$ cat config.mk
export PLATFORM = sky130hd
export DESIGN_NAME = ps2_kbd_tx_flat
export DESIGN_NICKNAME = d
export VERILOG_FILES = /design/src/rtl/ps2_pkg.sv /design/src/rtl/ps2_kbd_tx_if.sv /design/src/rtl/ps2_fifo.sv /design/src/rtl/ps2_kbd_tx.sv /design/src/flat_wrapper.sv
export SDC_FILE = /design/constraint.sdc
export NUM_CORES = 1
export LEC_CHECK = 0
export BUFFER_PORTS_ARGS = -buffer_cell sky130_fd_sc_hd__buf_2
export CAP_MARGIN = 0
export CORE_MARGIN = 2
export CORE_UTILIZATION = 25
export CTS_CLUSTER_SIZE = 24
export DETAILED_ROUTE_END_ITERATION = 8
export PLACE_DENSITY = 0.39
export SETUP_SLACK_MARGIN = 0.3
export SYNTH_ARGS = -nofsm -noshare
export SYNTH_HDL_FRONTEND = slang
export SYNTH_SLANG_ARGS = --single-unit
$ cat constraint.sdc
create_clock -name clk_sys -period 2.6 [get_ports clk_sys]
set_input_delay 0.13 -clock clk_sys [delete_from_list [all_inputs] [get_ports clk_sys]]
set_output_delay 0.13 -clock clk_sys [all_outputs]
set_load 0.05 [all_outputs]
$ cat src/rtl/ps2_pkg.sv
// Shared types and helpers for the PS/2 keyboard-side transmitter.
// Frame layout: start 0, data LSB first, odd parity, stop 1.
package ps2_pkg;

  typedef enum logic [1:0] {
    IDLE,
    HIGH,
    LOW,
    GAP
  } state_t;

  localparam int FRAME_BITS = 11;
  localparam int STOP_IDX   = 10;

  function automatic logic odd_parity(
    input logic [7:0] d
  );
    return ~^d;
  endfunction

  // bit 0 is the first bit on the wire
  function automatic logic [FRAME_BITS-1:0] make_frame(
    input logic [7:0] d
  );
    return {1'b1, odd_parity(d), d, 1'b0};
  endfunction

endpackage

$ cat src/rtl/ps2_kbd_tx_if.sv
// Scancode byte stream into the PS/2 transmitter.
// A byte moves when din_valid and din_ready are both high.
interface ps2_kbd_tx_if;

  logic [7:0] din;
  logic       din_valid;
  logic       din_ready;

  modport master (
    output din,
    output din_valid,
    input  din_ready
  );

  modport slave (
    input  din,
    input  din_valid,
    output din_ready
  );

endinterface

$ cat src/rtl/ps2_fifo.sv
// Synchronous FIFO with occupancy count.
// DEPTH must be a power of two so the pointers wrap for free.
module ps2_fifo #(
  parameter int W     = 8,
  parameter int DEPTH = 8
) (
  input  logic                     clk,
  input  logic                     reset,
  input  logic                     push,
  input  logic [W-1:0]             wdata,
  input  logic                     pop,
  output logic [W-1:0]             rdata,
  output logic [$clog2(DEPTH):0]   count,
  output logic                     full,
  output logic                     empty
);

  localparam int AW = $clog2(DEPTH);

  logic [W-1:0]  mem [DEPTH];
  logic [AW-1:0] wp;
  logic [AW-1:0] rp;
  logic          do_push;
  logic          do_pop;

  assign full    = (count == (AW+1)'(DEPTH));
  assign empty   = (count == '0);
  assign do_push = push & ~full;
  assign do_pop  = pop & ~empty;
  assign rdata   = mem[rp];

  always_ff @(posedge clk) begin
    if (do_push) begin
      mem[wp] <= wdata;
    end
  end

  always_ff @(posedge clk) begin
    if (reset) begin
      wp    <= '0;
      rp    <= '0;
      count <= '0;
    end else begin
      if (do_push) begin
        wp <= wp + 1'b1;
      end
      if (do_pop) begin
        rp <= rp + 1'b1;
      end
      unique case ({do_push, do_pop})
        2'b10:   count <= count + 1'b1;
        2'b01:   count <= count - 1'b1;
        default: count <= count;
      endcase
    end
  end

endmodule

$ cat src/rtl/ps2_kbd_tx.sv
// PS/2 device-side transmitter: buffers scancodes and clocks them
// out as 11-bit frames; host inhibit aborts and retransmits.
module ps2_kbd_tx
  import ps2_pkg::*;
#(
  parameter int HALF_PERIOD = 4480,
  parameter int GAP_CYCLES  = 8960,
  parameter int FIFO_DEPTH  = 8
) (
  input  logic                         clk_sys,
  input  logic                         reset,
  ps2_kbd_tx_if.slave                  bus,
  input  logic                         inhibit,
  output logic                         ps2_clk,
  output logic                         ps2_data,
  output logic                         busy,
  output logic [$clog2(FIFO_DEPTH):0]  fifo_count
);

  localparam int HW = $clog2(HALF_PERIOD);
  localparam int GW = $clog2(GAP_CYCLES + 1);
  localparam logic [HW-1:0] H_LOAD = HW'(HALF_PERIOD - 1);
  localparam logic [GW-1:0] G_LOAD = GW'(GAP_CYCLES - 1);

  state_t                  state;
  logic [HW-1:0]           hcnt;
  logic [GW-1:0]           gcnt;
  logic [3:0]              idx;
  logic [FRAME_BITS-1:0]   shreg;
  logic [7:0]              head;
  logic                    full;
  logic                    empty;
  logic                    push;
  logic                    pop;
  logic                    last_cyc;
  logic                    at_stop;
  logic                    stop_end;

  assign bus.din_ready = ~full;
  assign push          = bus.din_valid & bus.din_ready;
  assign last_cyc      = (hcnt == '0);
  assign at_stop       = (idx == 4'(STOP_IDX));
  assign stop_end      = (state == LOW) & at_stop & last_cyc;
  assign pop           = stop_end;

  ps2_fifo #(
    .W     (8),
    .DEPTH (FIFO_DEPTH)
  ) u_fifo (
    .clk   (clk_sys),
    .reset (reset),
    .push  (push),
    .wdata (bus.din),
    .pop   (pop),
    .rdata (head),
    .count (fifo_count),
    .full  (full),
    .empty (empty)
  );

  always_ff @(posedge clk_sys) begin
    if (reset) begin
      state    <= IDLE;
      hcnt     <= '0;
      gcnt     <= '0;
      idx      <= '0;
      shreg    <= '0;
      ps2_clk  <= 1'b1;
      ps2_data <= 1'b1;
      busy     <= 1'b0;
    end else begin
      unique case (state)
        IDLE: begin
          ps2_clk  <= 1'b1;
          ps2_data <= 1'b1;
          if (!empty && !inhibit) begin
            shreg    <= make_frame(head);
            idx      <= '0;
            hcnt     <= H_LOAD;
            ps2_data <= 1'b0;
            busy     <= 1'b1;
            state    <= HIGH;
          end
        end
        HIGH: begin
          if (inhibit) begin
            ps2_clk  <= 1'b1;
            ps2_data <= 1'b1;
            gcnt     <= G_LOAD;
            state    <= GAP;
          end else if (last_cyc) begin
            ps2_clk <= 1'b0;
            hcnt    <= H_LOAD;
            state   <= LOW;
          end else begin
            hcnt <= hcnt - 1'b1;
          end
        end
        LOW: begin
          // the final cycle of the stop bit commits the frame
          if (inhibit && !stop_end) begin
            ps2_clk  <= 1'b1;
            ps2_data <= 1'b1;
            gcnt     <= G_LOAD;
            state    <= GAP;
          end else if (last_cyc) begin
            ps2_clk <= 1'b1;
            if (at_stop) begin
              ps2_data <= 1'b1;
              gcnt     <= G_LOAD;
              state    <= GAP;
            end else begin
              idx      <= idx + 1'b1;
              shreg    <= shreg >> 1;
              ps2_data <= shreg[1];
              hcnt     <= H_LOAD;
              state    <= HIGH;
            end
          end else begin
            hcnt <= hcnt - 1'b1;
          end
        end
        GAP: begin
          ps2_clk  <= 1'b1;
          ps2_data <= 1'b1;
          if (inhibit) begin
            gcnt <= G_LOAD;
          end else if (gcnt == '0) begin
            busy  <= 1'b0;
            state <= IDLE;
          end else begin
            gcnt <= gcnt - 1'b1;
          end
        end
      endcase
    end
  end

endmodule

$ cat src/flat_wrapper.sv
// flat-port wrapper written by rule: the top's interface ports become plain ports
module ps2_kbd_tx_flat import ps2_pkg::*;
#(
  parameter int HALF_PERIOD = 4480,
  parameter int GAP_CYCLES  = 8960,
  parameter int FIFO_DEPTH  = 8
)
  (clk_sys, reset, inhibit, ps2_clk, ps2_data, busy, fifo_count, bus_din, bus_din_valid, bus_din_ready);
  ps2_kbd_tx_if bus_i ();
  input  logic clk_sys;
  input  logic reset;
  input  logic inhibit;
  output logic ps2_clk;
  output logic ps2_data;
  output logic busy;
  output logic [$clog2(FIFO_DEPTH):0] fifo_count;
  input wire logic [$bits(bus_i.din)-1:0] bus_din;
  input wire logic [$bits(bus_i.din_valid)-1:0] bus_din_valid;
  output wire logic [$bits(bus_i.din_ready)-1:0] bus_din_ready;
  assign bus_i.din = bus_din;
  assign bus_i.din_valid = bus_din_valid;
  assign bus_din_ready = bus_i.din_ready;
  ps2_kbd_tx #(.HALF_PERIOD(HALF_PERIOD), .GAP_CYCLES(GAP_CYCLES), .FIFO_DEPTH(FIFO_DEPTH)) u_core (.clk_sys(clk_sys), .reset(reset), .bus(bus_i), .inhibit(inhibit), .ps2_clk(ps2_clk), .ps2_data(ps2_data), .busy(busy), .fifo_count(fifo_count));
endmodule
==> results.txt, run 1 <==
----------------------------------------------------
[Synthesis]
  Proportion of synthesized chip area in sequential cells ... 0.5125
  Number of instances in the synthesized netlist ... 552
  Dominant synthesized flop cell ... sky130_fd_sc_hd__edfxtp_1
  Post-synth ARST share ... 0
  Adder-cell area share of the yosys netlist ... 0.03100
  Share of synthesized cell area in and, or, nand and nor gates ... 0.1581
  Share of the synthesized area in compound gates (AO/OA/AOI/OAI) ... 0.1157
  Mapped cell area ... 6055 um2
  Count of flip-flops with a built-in enable after synthesis ... 64
  Dominant combinational cell family by area after synthesis ... simple AND/OR/NAND/NOR gates
  Yosys warnings ... 0
  Register bit count reported by yosys ... 123
  Fraction of synthesized cell area in xor and xnor cells ... 0.05642
  Post-synthesis net count ... 579
  Post-synthesis mux area share ... 0.09713
  Number of distinct library cells after synthesis ... 59
  Synthesized area per cell ... 10.97 um2

[Place]
  Worst slack, placed ... -0.02608 ns
  Buffers on Ports ... 19
  Gpl congestion ... 0.7158
  Count of placed standard cells including taps ... 889
  HPWL after detailed placement ... 9569 um

[Critical path]
  Worst-path cell with the longest stage delay ... sky130_fd_sc_hd__dfxtp_2
  Critical Path Most Common Cell ... sky130_fd_sc_hd__ha_4
  Arrival time worst endpoint ... 2.82 ns
  Critical Path End Type ... register
  Register-to-register setup slack ... 0.12 ns
  Startpoint kind of the worst setup timing path ... register
  Sum of buffers and inverters on the critical path ... 1
  Delay of the slowest critical-path stage ... 0.32 ns
  Worst EP required ... 2.94 ns
  Crit-path cells ... inv_2, ha_4, nor3b_4, nand4_1, or2_4, nor2_4, ha_4, xor2_2, ha_2, a21oi_2, xor2_1, or3_1, a21oi_1
  Path depth of the worst reg2reg path ... 13
  Reg-to-reg startpoint ... u_core.hcnt[1]
  Largest fanout of any net on the critical path ... 2
  Cell family contributing the most delay on the critical path ... simple AND/OR/NAND/NOR gates
  Worst setup path category ... register to register
  End of the worst register-to-register path ... u_core.u_fifo.count[2]

[Route]
  DRC violations left ... 0
  Initial detailed-routing violation count ... 240
  First-pass DRT Iterations ... 6
  Post-route met1 wirelength ... 6713 um
  Routed len/inst ... 15.18 um
  Via density per instance ... 4.627
  Residual antenna-violating net count after detailed routing ... 0
  Sum of met3 wire segment lengths after detailed routing ... 424 um
  Total number of vias ... 4340
  Routed WL ... 14240 um
  Highest metal layer with signal wires ... met4
  Met2 Wirelength ... 6887 um

[Min path]
  Min-Delay Path Class ... primary input to register
  Endpoint of the worst hold-timing path ... u_core.u_fifo.mem[3][0]
  Start point of the worst hold path ... bus_din[0]
  Hold-critical path depth ... 1

[Clock network]
  Htree depth ... 4
  Sinks on Clock Net ... 123
  Clock-pin slew on the worst setup and hold paths ... 0.06 ns
  Clock latency reported for the late side of the worst-skew pair ... 0.42 ns
  Number of CTS-inserted buffers ... 17
  Number of buffers between clock root and the deepest sink ... 2
  Clock Tree Root ... sky130_fd_sc_hd__clkbuf_16
  CTS tree ... built

[Final layout]
  Non-Filler Instances ... 938
  Layout overhead on the synthesized area ... 25.40%
  Fill cell instance count of the final layout ... 2410
  Ratio of cells with drive above 1 in the final layout ... 0.2504
  Count of inserted antenna diode cells ... 0
  Total Nets Final ... 633

[GRT]
  Wire length of the first global-routing pass ... 22830 um
  Total global routing track utilization ... 0.1149
  Number of antenna violations at the first check in global routing ... 0
  Largest net degree at the start of global routing ... 31
  Via count of the first global-routing pass ... 4309
  Overflow left after global routing ... 0

[Timing]
  Setup violation total in the final timing report ... 0
  Final Cycle Share ... 0.9529
  Worst path setup slack after routing ... 0.1224 ns
  Summed negative setup slack over all endpoints ... 0 ns
  Final min period ... 2.478 ns
  Relative slew slack ... 0.5249
  Final-report max-slew violation count ... 0
  Maximum clock frequency ... 403.6 MHz
  Clock Skews ... 0.009118 ns
  Slew @ Worst Pin ... 0.7072 ns
  RSZ-0062 raised after global routing ... yes
  Final-report hold violation count ... 0

[Floorplan]
  Vertical die dimension ... 159.6 um
  Floorplan die area ... 25480 um2
  FP Rows ... 56
  Top-level I/O count ... 20
  Initial core utilization ... 0.2564
  Total core area ... 23610 um2
  Die span in x ... 159.6 um

[Flow run]
  Maximum capacitance violations ... 0

[Power and ir drop]
  Max IR drop VDD ... 0.3707 mV
  PD cells ... 975.1 nW/um2
  Static Leak ... 2.567 nW

[Status]
  Outcome ... finished, final reports clean

----------------------------------------------------
## power by group
group | internal [mW] | total, mW | switching [mW]
clock | 1.63 | 2.51 | 0.882
combinational | 0.983 | 2.34 | 1.35
sequential | 2.30 | 2.55 | 0.254
## sequential cells by signal, indices dropped and copies added (netlist names), named ones only
name,flops
u_core.u_fifo.count,4
u_core.gcnt,14
u_core.ps2_data,1
u_core.shreg,10
u_core.ps2_clk,1
u_core.busy,1
u_core.u_fifo.rp,3
u_core.u_fifo.wp,3
u_core.idx,4
u_core.hcnt,13
u_core.u_fifo.mem,64
u_core.state,2
## area by class of cell
type,count,area (um2),share of cell area
flip-flops and latches,123,3117,0.4105
multi-input cells,388,2948,0.3883
clock buffers,21,450.4,0.05933
clock inverters,11,170.2,0.02241
well taps,319,399.1,0.05257
inverters,15,56.30,0.007416
repair buffers,61,451.7,0.05949
## synthesized netlist by cell type (all sizes together), types with 8 or more instances
| master | number | share of area |
|---|---|---|
| ha | 15 | 0.031 |
| nor3 | 18 | 0.016 |
| inv | 15 | 0.0093 |
| mux2i | 16 | 0.026 |
| a311oi | 10 | 0.014 |
| nand2 | 54 | 0.033 |
| o21ai | 28 | 0.023 |
| nand3 | 14 | 0.014 |
| dfxtp | 59 | 0.20 |
| a21oi | 49 | 0.041 |
| clkbuf | 14 | 0.0089 |
| xnor2 | 21 | 0.030 |
| nor2 | 49 | 0.031 |
| mux4 | 18 | 0.067 |
| xor2 | 18 | 0.026 |
| buf | 12 | 0.011 |
| edfxtp | 64 | 0.32 |
| or3 | 8 | 0.0091 |
## what timing repair did
action                     4_1_cts  5_1_grt
setup endpoints to repair       12       26
pin swaps                       10       20
setup buffers                    7        3
hold endpoints to repair        36        0
resized for setup               14       24
hold buffers                     7        0
## stage by stage
stage,hold slack [ns],cell area (um2),utilization,total power [mW]
2_1_floorplan,0.2289,6122,-,4.135
3_3_place_gp,0.4057,6696,0.2836,4.654
3_5_place_dp,0.4173,6696,0.2836,4.673
4_1_cts,0.005295,7476,0.3166,7.315
5_1_grt,0.02074,7592,0.3215,7.852
6_report,0.01507,7592,0.3215,7.403
## routing by layer
metal / track usage / up-vias
met5: 0 / -
met4: 0.04380 / 0
met3: 0.02701 / 16
met2: 0.1899 / 59
met1: 0.1457 / 2131
li1: - / 2134
## cells by family (layout without fill, tap and decap cells)
group	after synthesis	after routing
flops	123	123
fa+ha+maj	15	15
buf+inv	41	108
xor+xnor	39	39
compound gates	112	112
simple gates	186	186
mux	36	36
## placed cells by master, fill, tap and decap left out, drive strengths merged, types with 3 or more instances in the layout
cell type | netlist | final
dlygate4sd3 | 0 | 7
clkinv | 0 | 5
edfxtp | 64 | 64
nor2 | 49 | 49
nor4 | 7 | 7
inv | 15 | 16
ha | 15 | 15
nand2b | 7 | 7
nor3b | 4 | 4
nand3 | 14 | 14
nand2 | 54 | 54
buf | 12 | 54
a21oi | 49 | 49
and2 | 6 | 6
mux4 | 18 | 18
xor2 | 18 | 18
a31oi | 4 | 4
and3 | 3 | 3
o21ai | 28 | 28
a211oi | 5 | 5
xnor2 | 21 | 21
bufinv | 0 | 4
dfxtp | 59 | 59
or3 | 8 | 8
a311oi | 10 | 10
clkbuf | 14 | 21
nor3 | 18 | 18
mux2i | 16 | 16
## how the worst max path moves through the flow
stage,startpoint,endpoint,slack [ns],cells past startpoint
global route,u_core.hcnt[1],u_core.u_fifo.count[2],-0.05,13
global placement,u_core.hcnt[0],u_core.u_fifo.count[2],0.08,13
finish,u_core.hcnt[1],u_core.u_fifo.count[2],0.12,13
detailed placement,u_core.hcnt[0],u_core.u_fifo.count[2],-0.03,13
CTS,u_core.hcnt[1],u_core.u_fifo.count[2],0.08,13
floorplan,u_core.hcnt[0],u_core.u_fifo.count[2],0.11,13
No activity file was read; power rests on OpenSTA's default activity.
==> inputs of run 2 (changes only) <==
--- a/config.mk
+++ b/config.mk
@@ -12,6 +12,7 @@
 export CTS_CLUSTER_SIZE = 24
 export DETAILED_ROUTE_END_ITERATION = 8
 export PLACE_DENSITY = 0.39
+export REMOVE_ABC_BUFFERS = 1
 export SETUP_SLACK_MARGIN = 0.3
 export SYNTH_ARGS = -nofsm -noshare
 export SYNTH_HDL_FRONTEND = slang
==> run 2 against run 1 <==
Against the previous run: total power down 1.9%; flip-flop and latch count unchanged; combinational power up 4%; count of clock-buffer cells in the layout down 4; non-clock buffer count up 19; routed wire length down 0.20%; utilization up 0.069 points; critical path type unchanged; largest cell class unchanged; largest power group unchanged.
==> results.txt, run 2 (synthesized netlist as in run 1, its figures left out) <==
----------------------------------------------------
[Status]
  Outcome ... finished, final reports clean

[GRT]
  Number of antenna violations at the first check in global routing ... 0 (unchanged)
  Overflow left after global routing ... 0 (unchanged)
  Total global routing track utilization ... 0.1159 (+0.001063)
  Via count of the first global-routing pass ... 4297 (-0.28%)
  Wire length of the first global-routing pass ... 23110 um (+1.2%)
  Largest net degree at the start of global routing ... 34 (+9.7%)

[Final layout]
  Area occupied by multi-input gates ... 2882 um2 (-2.2%)
  Count of inserted antenna diode cells ... 0 (unchanged)
  Layout overhead on the synthesized area ... 25.67%
  Fill cell instance count of the final layout ... 2428 (+0.75%)
  Largest register FFs ... 64 (unchanged)
  Summed area of non-filler cells in the final layout ... 7609 um2 (+0.21%)
  Commonest non-fill, non-tap cell in the layout ... sky130_fd_sc_hd__edfxtp_1
  Seq. cell area ... 3108 um2 (-0.28%)
  Non-Filler Instances ... 957 (+2.0%)
  Register bank with the most flops ... u_core.u_fifo.mem
  Largest registers ... u_core.u_fifo.mem x64, u_core.gcnt x14, u_core.hcnt x13
  Total Nets Final ... 652 (+3.0%)
  Ratio of cells with drive above 1 in the final layout ... 0.2539 (+0.003515)
  Commonest cells after routing, fill and taps aside ... sky130_fd_sc_hd__edfxtp_1 (64), sky130_fd_sc_hd__dfxtp_1 (55), sky130_fd_sc_hd__nand2_1 (53), sky130_fd_sc_hd__buf_4 (53), sky130_fd_sc_hd__a21oi_1 (48)

[Clock network]
  CTS tree ... built
  Clock latency reported for the late side of the worst-skew pair ... 0.42 ns (about the same)
  Clock Tree Root ... sky130_fd_sc_hd__clkbuf_16
  Number of buffers between clock root and the deepest sink ... 2 (unchanged)
  Number of CTS-inserted buffers ... 17 (unchanged)
  Clock-pin slew on the worst setup and hold paths ... 0.06 ns (about the same)
  Sinks on Clock Net ... 123 (unchanged)
  Htree depth ... 4 (unchanged)

[Critical path]
  Path depth of the worst reg2reg path ... 13 (unchanged)
  Worst EP required ... 2.95 ns (about the same)
  Largest fanout of any net on the critical path ... 2 (unchanged)
  Arrival time worst endpoint ... 2.81 ns (about the same)
  Worst setup path category ... register to register
  Startpoint kind of the worst setup timing path ... register
  Critical Path End Type ... register

[Place]
  HPWL after detailed placement ... 9916 um (+3.6%)
  Buffers on Ports ... 19 (unchanged)
  Count of placed standard cells including taps ... 909 (+2.2%)
  Area of placed instances ... 6798 um2 (+1.5%)
  Gpl congestion ... 0.7240 (+1.1%)

[Floorplan]
  Die span in x ... 159.6 um (unchanged)
  Initial core utilization ... 0.2564 (unchanged)
  Total core area ... 23610 um2 (unchanged)
  Floorplan die area ... 25480 um2 (unchanged)
  Top-level I/O count ... 20 (unchanged)
  Vertical die dimension ... 159.6 um (unchanged)
  FP Rows ... 56 (unchanged)

[Timing]
  Setup violation total in the final timing report ... 0 (unchanged)
  Relative slew slack ... 0.5438 (+0.01892)
  Summed negative setup slack over all endpoints ... 0 ns (unchanged)
  Slew @ Worst Pin ... 0.6834 ns (-0.02387 ns)
  Clock Skews ... 0.008768 ns (-0.0003498 ns)
  RSZ-0062 raised after global routing ... yes
  Final-report max-slew violation count ... 0 (unchanged)
  Final Cycle Share ... 0.9477 (-0.005233)
  Final-report hold violation count ... 0 (unchanged)
  Maximum clock frequency ... 405.8 MHz (+0.55%)
  Final min period ... 2.464 ns (-0.01361 ns)
  Final worst hold slack ... 0.01520 ns (+0.0001307 ns)

[Route]
  Total number of vias ... 4376 (+0.83%)
  Residual antenna-violating net count after detailed routing ... 0 (unchanged)
  Routed WL ... 14210 um (-0.20%)
  Initial detailed-routing violation count ... 242 (+0.83%)
  First-pass DRT Iterations ... 4 (-2)
  Via density per instance ... 4.573 (-1.2%)
  DRC violations left ... 0 (unchanged)
  Routed len/inst ... 14.85 um (-2.2%)

[Power and ir drop]
  Max IR drop VDD ... 0.3924 mV (+5.8%)
  PD cells ... 954.5 nW/um2 (-2.1%)
  Static Leak ... 2.629 nW (+2.4%)
  Total design power ... 7.263 mW (-1.9%)

[Flow run]
  Maximum capacitance violations ... 0 (unchanged)

[Min path]
  Min-Delay Path Class ... primary input to register
  Hold-critical path depth ... 1 (unchanged)

----------------------------------------------------
-- run 2: cell count changes in the layout (fill, tap and decap cells not counted), sizes merged --
| cell | delta |
|---|---|
| buf | +21 |
| bufinv | -3 |
| clkbuf | -4 |
| dlygate4sd3 | -2 |
| inv | +7 |
-- run 2: stage by stage --
stage | utilization | setup WS, ns
floorplan | - | -0.5427
global placement | 0.2879 | -0.08627
detailed placement | 0.2879 | -0.1978
CTS | 0.3184 | 0.1335
global route | 0.3222 | 0.007840
finish | 0.3222 | 0.1360
-- run 2: per-layer routing --
metal / vias to the layer above / part of all wire / GRT usage
met4: 0 / 0.011 / 0.03719
met1: 2132 / 0.48 / 0.1466
li1: 2179 / - / -
met3: 13 / 0.027 / 0.02909
met5: - / 0 / 0
met2: 52 / 0.48 / 0.1942
-- run 2: layout make-up --
class	count	share of cell area
Inverter	15	0.007400
Clock inverter	15	0.02006
Multi-Input combinational cell	388	0.3787
Tap cell	319	0.05246
Clock buffer	17	0.05591
Timing Repair Buffer	80	0.07696
Sequential cell	123	0.4085
-- run 2: power by group --
part	switching (mW)	internal, mW
logic	1.37	1.07
registers	0.231	2.30
clock network	0.956	1.35
total	2.55	4.71
-- run 2: final timing paths --
path                                       from  slack (ns)                       to
worst max-delay path              u_core.idx[0]        0.14   u_core.u_fifo.count[2]
worst max register to register    u_core.idx[0]        0.14   u_core.u_fifo.count[2]
worst min-delay path                 bus_din[1]        0.02  u_core.u_fifo.mem[7][1]
worst min register to register  u_core.shreg[2]        0.45          u_core.shreg[2]
-- run 2: timing repair --
item                       4_1_cts  5_1_grt
hold endpoints to repair        37        0
pin swaps                        8       10
hold buffers                     5        0
setup endpoints to repair       17       24
setup buffers                    4        7
gates resized for setup         17       13
-- run 2: critical path: stages (launching register included) --
cell and delay (ns):
sky130_fd_sc_hd__dfxtp_1 0.31, sky130_fd_sc_hd__inv_1 0.07, sky130_fd_sc_hd__ha_1 0.14, sky130_fd_sc_hd__nand3b_1 0.09, sky130_fd_sc_hd__or2_4 0.24, sky130_fd_sc_hd__or2_4 0.26
sky130_fd_sc_hd__nor2_4 0.12, sky130_fd_sc_hd__ha_4 0.17, sky130_fd_sc_hd__xor2_2 0.14, sky130_fd_sc_hd__ha_2 0.20, sky130_fd_sc_hd__a21oi_2 0.04, sky130_fd_sc_hd__xor2_1 0.15
sky130_fd_sc_hd__or3_1 0.30, sky130_fd_sc_hd__a21oi_1 0.14
==> inputs of run 3 (changes only) <==
--- a/config.mk
+++ b/config.mk
@@ -9,11 +9,11 @@
 export CAP_MARGIN = 0
 export CORE_MARGIN = 2
 export CORE_UTILIZATION = 25
-export CTS_CLUSTER_SIZE = 24
 export DETAILED_ROUTE_END_ITERATION = 8
 export PLACE_DENSITY = 0.39
 export REMOVE_ABC_BUFFERS = 1
 export SETUP_SLACK_MARGIN = 0.3
 export SYNTH_ARGS = -nofsm -noshare
 export SYNTH_HDL_FRONTEND = slang
+export SYNTH_HIERARCHICAL = 1
 export SYNTH_SLANG_ARGS = --single-unit
==> run 3 against run 2 <==
Against the previous run: register-to-register slack got worse by 0.12 ns; design area is 3.5% lower; largest cell class unchanged; largest power group unchanged; combinational power barely moved.
==> results.txt, run 3 <==
----------------------------------------------------
[Timing]
  Final-report hold violation count ... 0 (unchanged)
  Clock Skews ... 0.01407 ns (+0.005299 ns)
  Maximum clock frequency ... 386.7 MHz (-4.7%)
  Setup violation total in the final timing report ... 0 (unchanged)
  Final worst hold slack ... 0.1200 ns (+0.1048 ns)
  Slew @ Worst Pin ... 0.6224 ns (-0.06098 ns)
  Summed negative setup slack over all endpoints ... 0 ns (unchanged)
  Final-report max-slew violation count ... 0 (unchanged)
  Final Cycle Share ... 0.9947 (+0.04701)
  Relative slew slack ... 0.5845 (+0.04071)
  Worst path setup slack after routing ... 0.01373 ns (-0.1222 ns)
  RSZ-0062 raised after global routing ... yes
  Final min period ... 2.586 ns (+0.1222 ns)

[Final layout]
  Register bank with the most flops ... u_core/u_fifo/mem
  Commonest non-fill, non-tap cell in the layout ... sky130_fd_sc_hd__edfxtp_1
  Layout overhead on the synthesized area ... 26.91%
  Largest registers ... u_core/u_fifo/mem x64, u_core/gcnt x14, u_core/hcnt x13
  Fill cell instance count of the final layout ... 2283 (-6.0%)
  Largest register FFs ... 64 (unchanged)
  Non-Filler Instances ... 849 (-11%)
  Commonest cells after routing, fill and taps aside ... sky130_fd_sc_hd__edfxtp_1 (64), sky130_fd_sc_hd__dfxtp_1 (54), sky130_fd_sc_hd__buf_4 (42), sky130_fd_sc_hd__nor2_1 (35), sky130_fd_sc_hd__a21oi_1 (30)
  Post-layout util ... 0.3233 (+0.001028)
  Summed area of non-filler cells in the final layout ... 7341 um2 (-3.5%)
  Total Nets Final ... 577 (-12%)
  Count of inserted antenna diode cells ... 0 (unchanged)
  Ratio of cells with drive above 1 in the final layout ... 0.2908 (+0.03686)

[Clock network]
  Number of CTS-inserted buffers ... 17 (unchanged)
  Htree depth ... 4 (unchanged)
  Clock latency reported for the late side of the worst-skew pair ... 0.43 ns (about the same)
  Number of buffers between clock root and the deepest sink ... 2 (unchanged)
  Sinks on Clock Net ... 123 (unchanged)
  Clock Tree Root ... sky130_fd_sc_hd__clkbuf_16
  Clock-pin slew on the worst setup and hold paths ... 0.06 ns (about the same)
  CTS tree ... built

[Synthesis]
  Post-synth ARST share ... 0 (unchanged)
  Count of flip-flops with a built-in enable after synthesis ... 64 (unchanged)
  Number of instances in the synthesized netlist ... 484 (-12%)
  Mapped cell area ... 5784 um2 (-4.5%)
  Register bit count reported by yosys ... 123 (unchanged)
  Library cell with the largest summed area after synthesis ... sky130_fd_sc_hd__edfxtp_1
  Area contributors post-synth ... sky130_fd_sc_hd__edfxtp_1 (33%), sky130_fd_sc_hd__dfxtp_1 (20%), sky130_fd_sc_hd__mux4_1 (6.8%)
  Leading post-synthesis cells by instance count ... sky130_fd_sc_hd__edfxtp_1 (64), sky130_fd_sc_hd__dfxtp_1 (59), sky130_fd_sc_hd__nor2_1 (38), sky130_fd_sc_hd__a21oi_1 (33), sky130_fd_sc_hd__nand2_1 (19)
  Yosys warnings ... 6 (+6)
  Most common cell in the netlist ... sky130_fd_sc_hd__edfxtp_1
  Number of distinct library cells after synthesis ... 65 (+10%)
  Dominant synthesized flop cell ... sky130_fd_sc_hd__edfxtp_1
  Proportion of synthesized chip area in sequential cells ... 0.5364 (+0.02395)
  Portion of synthesized cell area occupied by the leading cell type ... 0.3323 (+0.01483)
  Synthesized area per cell ... 11.95 um2 (+9.0%)

[Critical path]
  Largest fanout of any net on the critical path ... 3 (+1)
  Critical Path Source ... u_core/hcnt[6]
  Critical Path Most Common Cell ... sky130_fd_sc_hd__buf_4
  Worst EP required ... 2.91 ns (-0.04 ns)
  Critical Path End Type ... register
  Reg-to-reg startpoint ... u_core/hcnt[6]
  Arrival time worst endpoint ... 2.90 ns (+0.09 ns)
  Worst setup path category ... register to register
  Startpoint kind of the worst setup timing path ... register
  Cell family contributing the most delay on the critical path ... simple AND/OR/NAND/NOR gates
  Worst-path cell with the longest stage delay ... sky130_fd_sc_hd__or3_4
  Crit-path cells ... nor4_2, buf_4, and4_1, and2_4, o41a_1, buf_4, ha_4, or3_4, o32ai_4, mux2_4
  Sum of buffers and inverters on the critical path ... 2 (+1)
  Delay of the slowest critical-path stage ... 0.39 ns (+0.08 ns)

[Floorplan]
  FP Rows ... 55 (-1.8%)
  Top-level I/O count ... 20 (unchanged)
  Vertical die dimension ... 156.1 um (-2.2%)
  Initial core utilization ... 0.2547 (-0.001701)
  Die span in x ... 156.1 um (-2.2%)
  Floorplan die area ... 24370 um2 (-4.3%)
  Total core area ... 22710 um2 (-3.8%)

[Place]
  Count of placed standard cells including taps ... 801 (-12%)
  Gpl congestion ... 0.7657 (+5.8%)
  Buffers on Ports ... 19 (unchanged)
  Worst slack, placed ... -0.004860 ns (+0.1930 ns)
  HPWL after detailed placement ... 8790 um (-11%)
  Area of placed instances ... 6427 um2 (-5.4%)

[Route]
  Initial detailed-routing violation count ... 252 (+4.1%)
  First-pass DRT Iterations ... 4 (unchanged)
  Residual antenna-violating net count after detailed routing ... 0 (unchanged)
  DRC violations left ... 0 (unchanged)
  Total number of vias ... 4205 (-3.9%)
  Routed WL ... 13980 um (-1.6%)
  Routed len/inst ... 16.47 um (+11%)
  Via density per instance ... 4.953 (+8.3%)

[Min path]
  Min-Delay Path Class ... primary input to register
  Start point of the worst hold path ... inhibit

[Power and ir drop]
  PD cells ... 994.7 nW/um2 (+4.2%)
  Total design power ... 7.302 mW (+0.54%)
  Static Leak ... 2.597 nW (-1.2%)
  Max IR drop VDD ... 0.4049 mV (+3.2%)

[GRT]
  Number of antenna violations at the first check in global routing ... 0 (unchanged)
  Largest net degree at the start of global routing ... 30 (-12%)
  Wire length of the first global-routing pass ... 22580 um (-2.3%)
  Total global routing track utilization ... 0.1214 (+0.005518)
  Via count of the first global-routing pass ... 4162 (-3.1%)
  Overflow left after global routing ... 0 (unchanged)

[Flow run]
  Maximum capacitance violations ... 0 (unchanged)

[Status]
  Outcome ... finished, final reports clean

----------------------------------------------------
==> run 3: worst paths after layout <==
check / endpoint / cells past startpoint / slack (ns)
setup / recovery: u_core/u_fifo/count[3] / 10 / 0.01
hold / removal: u_core/ps2_clk / 3 / 0.12
setup reg to reg: u_core/u_fifo/count[3] / 10 / 0.01
hold reg to reg: u_core/shreg[10] / 2 / 0.46
==> run 3: power breakdown <==
| part | total, mW | switching, mW | internal [mW] |
|---|---|---|---|
| clock | 2.40 | 1.03 | 1.38 |
| sequential | 2.49 | 0.200 | 2.29 |
| combinational | 2.41 | 1.35 | 1.06 |
| total | 7.30 | 2.58 | 4.72 |
==> run 3: cells by family after synthesis <==
| kind of cell | count (synthesis) | share of synthesized area |
|---|---|---|
| buffers and inverters | 42 | 0.03439 |
| adders and majority gates | 14 | 0.03028 |
| and+or+nand+nor | 145 | 0.1387 |
| AOI/OAI and AO/OA | 112 | 0.1337 |
| muxes | 35 | 0.1069 |
| DFF | 123 | 0.5364 |
| xor gates and xnor gates | 13 | 0.01968 |
==> run 3: worst reg2reg max path, delay by kind of cell, from the launching register on <==
| family | cells | cell delay, ns |
|---|---|---|
| multiplexers | 1 | 0.32 |
| buffers and inverters | 2 | 0.30 |
| flip-flops | 1 | 0.32 |
| adder cells (fa/ha/maj) | 1 | 0.19 |
| AND/OR/NAND/NOR | 4 | 1.03 |
| AO/OA/AOI/OAI | 2 | 0.33 |
==> run 3: area by class of cell <==
| type | count | area, um2 | share of cell area |
|---|---|---|---|
| clock buffer | 17 | 425.4 | 0.05795 |
| tap | 285 | 356.6 | 0.04858 |
| clock inverter | 15 | 173.9 | 0.02369 |
| timing repair buffer | 74 | 589.3 | 0.08028 |
| multi-input combinational | 319 | 2624 | 0.3574 |
| inverter | 16 | 60.06 | 0.008181 |
| sequential | 123 | 3112 | 0.4239 |
==> run 3: timing repair <==
item,4_1_cts,5_1_grt
resized for setup,26,32
hold buffers,8,0
buffers inserted,5,2
endpoints found under the hold margin,64,0
setup endpoints to repair,16,24
cloned,1,0
pin swaps,12,15
==> run 3: routing by layer <==
layer | vias to the layer above | routed length (um) | track usage
met3 | 17 | 412 | 0.03056
met2 | 78 | 6867 | 0.2067
met1 | 2102 | 6514 | 0.1487
met5 | - | 0 | 0
met4 | 0 | 186 | 0.04456
li1 | 2008 | - | -
